$ cat src/rtl/reg_transfer_sequencer.sv
// Transfer sequencer for a bank of bus-attached registers: accepts one command at a time and
// walks it through DRIVE/LATCH/DONE with registered oe/load/bus strobes.
module reg_transfer_sequencer #(
  parameter  int NREG = 8,
  parameter  int W    = 8,
  localparam int SELW = (NREG > 1) ? $clog2(NREG) : 1
) (
  input  logic              clk,
  input  logic              rst,
  input  logic              req_valid,
  output logic              req_ready,
  input  logic [1:0]        req_op,
  input  logic [SELW-1:0]   req_src,
  input  logic [SELW-1:0]   req_dst,
  input  logic [W-1:0]      req_imm,
  output logic [NREG-1:0]   reg_oe,
  output logic [NREG-1:0]   reg_load,
  output logic              bus_drive,
  output logic [W-1:0]      bus_out,
  input  logic [W-1:0]      bus_in,
  output logic [W-1:0]      rd_data,
  output logic              done,
  output logic              err
);

  typedef enum logic [1:0] {IDLE, DRIVE, LATCH, DONE} state_t;

  localparam logic [1:0] OP_MOVE = 2'b00;
  localparam logic [1:0] OP_IMM  = 2'b01;
  localparam logic [1:0] OP_READ = 2'b10;
  localparam logic [1:0] OP_RSVD = 2'b11;

  state_t          state_reg;
  logic [1:0]      op_reg;
  logic [NREG-1:0] dst_hot_reg;

  logic [NREG-1:0] src_hot;
  logic [NREG-1:0] dst_hot;
  logic            src_ok;
  logic            dst_ok;
  logic            uses_src;
  logic            uses_dst;
  logic            cmd_ok;

  // Index decode; an out-of-range index decodes to all-zero and is rejected below.
  genvar gi;
  generate
    for (gi = 0; gi < NREG; gi++) begin : g_decode
      assign src_hot[gi] = (int'(req_src) == gi);
      assign dst_hot[gi] = (int'(req_dst) == gi);
    end
  endgenerate

  assign src_ok   = (int'(req_src) < NREG);
  assign dst_ok   = (int'(req_dst) < NREG);
  assign uses_src = (req_op == OP_MOVE) || (req_op == OP_READ);
  assign uses_dst = (req_op == OP_MOVE) || (req_op == OP_IMM);
  assign cmd_ok   = (req_op != OP_RSVD) && (!uses_src || src_ok) && (!uses_dst || dst_ok);

  always_ff @(posedge clk) begin
    if (rst) begin
      state_reg   <= IDLE;
      op_reg      <= OP_MOVE;
      dst_hot_reg <= '0;
      req_ready   <= 1'b1;
      reg_oe      <= '0;
      reg_load    <= '0;
      bus_drive   <= 1'b0;
      bus_out     <= '0;
      rd_data     <= '0;
      done        <= 1'b0;
      err         <= 1'b0;
    end else begin
      case (state_reg)
        IDLE: begin
          done <= 1'b0;
          err  <= 1'b0;
          if (req_valid) begin
            op_reg      <= req_op;
            dst_hot_reg <= dst_hot;
            req_ready   <= 1'b0;
            if (cmd_ok) begin
              state_reg <= DRIVE;
              if (req_op == OP_IMM) begin
                bus_drive <= 1'b1;
                bus_out   <= req_imm;
              end else begin
                reg_oe <= src_hot;
              end
            end else begin
              state_reg <= DONE;
              done      <= 1'b1;
              err       <= 1'b1;
            end
          end
        end
        // Source has now driven for a full cycle, so the load strobe may follow.
        DRIVE: begin
          state_reg <= LATCH;
          if (op_reg != OP_READ) begin
            reg_load <= dst_hot_reg;
          end
        end
        LATCH: begin
          state_reg <= DONE;
          if (op_reg == OP_READ) begin
            rd_data <= bus_in;
          end
          reg_oe    <= '0;
          reg_load  <= '0;
          bus_drive <= 1'b0;
          bus_out   <= '0;
          done      <= 1'b1;
          err       <= 1'b0;
        end
        DONE: begin
          state_reg <= IDLE;
          done      <= 1'b0;
          err       <= 1'b0;
          req_ready <= 1'b1;
        end
        default: begin
          state_reg <= IDLE;
          req_ready <= 1'b1;
        end
      endcase
    end
  end

endmodule

$ cat config.mk
export PLATFORM = sky130hd
export DESIGN_NAME = reg_transfer_sequencer
export DESIGN_NICKNAME = d
export VERILOG_FILES = /design/src/rtl/reg_transfer_sequencer.sv
export SDC_FILE = /design/constraint.sdc
export NUM_CORES = 1
export LEC_CHECK = 0
export ABC_AREA = 1
export CAP_MARGIN = 5
export CORE_MARGIN = 2
export CORE_UTILIZATION = 45
export CTS_CLUSTER_SIZE = 16
export DETAILED_ROUTE_END_ITERATION = 8
export HOLD_SLACK_MARGIN = 0.1
export PLACE_DENSITY = 0.8
export SYNTH_ARGS = -nofsm -noshare
export SYNTH_HDL_FRONTEND = slang
export SYNTH_SLANG_ARGS = --single-unit
export TNS_END_PERCENT = 30
$ cat constraint.sdc
create_clock -name clk -period 1.59 [get_ports clk]
set_input_delay 0.3975 -clock clk [delete_from_list [all_inputs] [get_ports clk]]
set_output_delay 0.3975 -clock clk [all_outputs]
set_load 0.02 [all_outputs]
==> results.md <==
- Wire length per cell: approximately 11 µm
- Yosys warnings: 0
- Pre-antenna DRT Iters: 4
- Mapped Nets: around 320
- Die height: about 70 µm
- Detailed placement HPWL: roughly 3400 µm
- Final WL: around 4600 µm
- CTS Sinks: 48
- Mapped cell area: 0.00207 mm²
- Final non-filler cell total: slightly above 400
- CTS tree: built
- Via density: between 4 and 5
- DP Area: around 0.0028 mm²
- Crit Reg-Reg Endpoint: bus_out[6]
- RD Place Congestion: about 0.86
- Area grow syn2layout: 40.6%
- Starting Density: 47.3%
- Die Area: ~0.0052 mm²
- Mapped Cells: ~280
- RSZ-0062 raised after global routing: true
- R2R depth: 7
- F_max: 692 MHz
- Worst-Margin Slew: roughly 0.3 ns
- Routed via count: 2032
- Final Util: 66.4%
- Diode count: 0
- Max-Cap Viols: 0
- Max Slew Vio Count: 0
- Initial antenna violation count: 0
- Setup WS pre-CTS: -0.108 ns
- Design Power: 4.29 mW
- RR Startpoint: state_reg[0]
- Total core area: between 0.004 and 0.005 mm²
- Hold-critical path depth: 2
- Postcts setup bufs: 0
- Final setup viols: 0
- Placed insts: between 400 and 500
- Final nets: 390
- Sequential cell area fraction in the yosys report: between 40% and 50%
- Largest net degree at the start of global routing: 25
- I/O Pins: 63
- CP required: about 1.8 ns
- Num rows: 24
- Num CTS Buffers: 5
- Worst Hold End: rd_data[3]
- Max transition margin: around four fifths
- Final Skew: between 0.004 and 0.005 ns
- Htree depth: 2
- Yosys cell types: 20
- Share of layout cells above drive strength 1: 8.94%
- Setup TNS: 0 ns
- Yosys reg bits: 48
- Reg2reg setup slack: approximately 0.15 ns
- Crit-path max FO: 10
- Die width: 71.9 µm
- WS Path Type: register to register
- Comb power frac: a little over two fifths
- Final Hold Fails: 0
- First-pass GRT wire length: just under 8000 µm
- Number of remaining DRC errors: 0
- # fillers: between 300 and 400
- Final clock period utilization by the worst path: around 91%
- Hold_sp: rd_data[3]
- Switching pwr: 1.64 mW
- Startpoint Class: register
- Clock Path Buffers: 2
- Clock power share: between 20% and 30%
- Vias in the first global route: roughly 1800
- Power per Cell Area: approximately 1500 mW/mm²
- Hold WS: between 0.4 and 0.5 ns
- Sequential share of power: a little over a third
- GR Overflow Total: 0
- CP endpoint kind: register
- Setup WS post-layout: roughly 0.15 ns
- Hold Crit Class: register to register
- PortBufs: slightly above 60
- DRT antenna net count: 0
- WP data arrival: around 1.7 ns
- Design area: about 0.003 mm²
- Initial DRC Count: approximately 110
- Leak: approximately 1.4 nW
- Internal power: about 2.6 mW
- GRT Total Usage: between 10% and 20%
- Syn Area/Cell: roughly 7.3 µm²
- Final Critical Period: 1.44 ns
- Reg clk slew, reported paths: approximately 0.090 ns
- Status: finished clean
- Net Sw Frac: about two fifths
- Clock network latency to the later pin of the worst-skew pair: around 0.30 ns
- Clock Root Buffer: clkbuf_8
- Worst vdd ir: between 1 and 1.5 mV
## how the worst max path moves through the flow
stage / from / to / slack, ns / cells after the start
after floorplan: state_reg[0] / reg_oe[0] / 0.23 / 9
after global placement: req_valid / bus_out[6] / -0.09 / 6
after detailed placement: req_valid / bus_out[6] / -0.11 / 6
after CTS: state_reg[0] / bus_out[6] / 0.08 / 8
after global routing: state_reg[0] / bus_out[4] / -0.005 / 7
final: state_reg[0] / bus_out[6] / 0.15 / 7
## synth_stat cells
cell type	count	area, µm²
a211oi_1	1	7.51
a21boi_0	3	22.5
a21oi_1	27	135
a22oi_1	4	30.0
buf_2	6	30.0
buf_6	1	11.3
clkbuf_1	2	7.51
dfxtp_1	48	961
ha_1	6	75.1
inv_1	34	128
inv_2	2	7.51
nand2_1	62	233
nand2_2	3	18.8
nand2_4	1	11.3
nand3_1	15	75.1
nand4_1	9	56.3
nand4_2	1	12.5
nor2_1	44	165
o21ai_0	11	55.1
o21bai_1	4	30.0
## what timing repair did
item	in CTS	in global routing
pin swaps	0	0
setup endpoints to repair	36	25
hold buffers	0	0
gates resized for setup	36	6
## kinds of logic (layout without fill, tap and decap cells)
family                     after synthesis  in the layout  share of synthesized area [%]
AOI/OAI and AO/OA                       50             50                           13.5
and+or+nand+nor                        135            135                           27.6
buffers and inverters                   45            119                           8.88
adders and majority gates                6              6                           3.62
DFF                                     48             48                           46.4
## worst max-delay path, stage by stage (launching register included)
cell	delay [ns]
dfxtp_1	0.34
inv_1	0.14
ha_2	0.26
nand4_2	0.25
nand2_4	0.19
nand2_1	0.07
nand2_1	0.06
nor2_1	0.03
## per-layer routing
metal,vias to the layer above,global-route usage [%],routed length (µm)
met4,0,7.55,78
met1,921,23.6,2120
met5,-,0,0
li1,1050,-,-
met2,52,32.0,2190
met3,9,3.94,251
## area by class of cell
type	count	area, µm²	share of cell area [%]
inverters	36	135	4.64
flip-flops and latches	48	961	33.0
repair buffers	75	686	23.5
well taps	52	65.1	2.23
multi-input cells	191	945	32.4
clock buffers	6	82.6	2.84
clock inverters	2	38.8	1.33
## cells in the final DEF (no fill, tap or decap), types with 2 or more instances in the layout
master / netlist / layout
ha_2: 0 / 2
ha_1: 6 / 4
a21boi_0: 3 / 3
nand2_4: 1 / 3
nand2_2: 3 / 2
nor2_1: 44 / 44
a21oi_1: 27 / 27
o21bai_1: 4 / 4
nand3_1: 15 / 15
dfxtp_1: 48 / 48
clkbuf_8: 0 / 6
nand4_1: 9 / 9
dlygate4sd2_1: 0 / 36
clkdlybuf4s50_1: 0 / 26
inv_1: 34 / 33
o21ai_0: 11 / 11
inv_2: 2 / 3
a22oi_1: 4 / 4
buf_4: 0 / 12
nand2_1: 62 / 61
## power by group through the flow
stage               sequential, mW  combinational [mW]  clock [mW]
global placement              1.60                1.84           0
floorplan                     1.82               0.931           0
CTS                           1.57                1.76       0.952
detailed placement            1.61                1.88           0
finish                        1.57                1.80       0.925
global route                  1.60                2.00       0.992
Note: power is estimated with default switching activity, not from simulation.
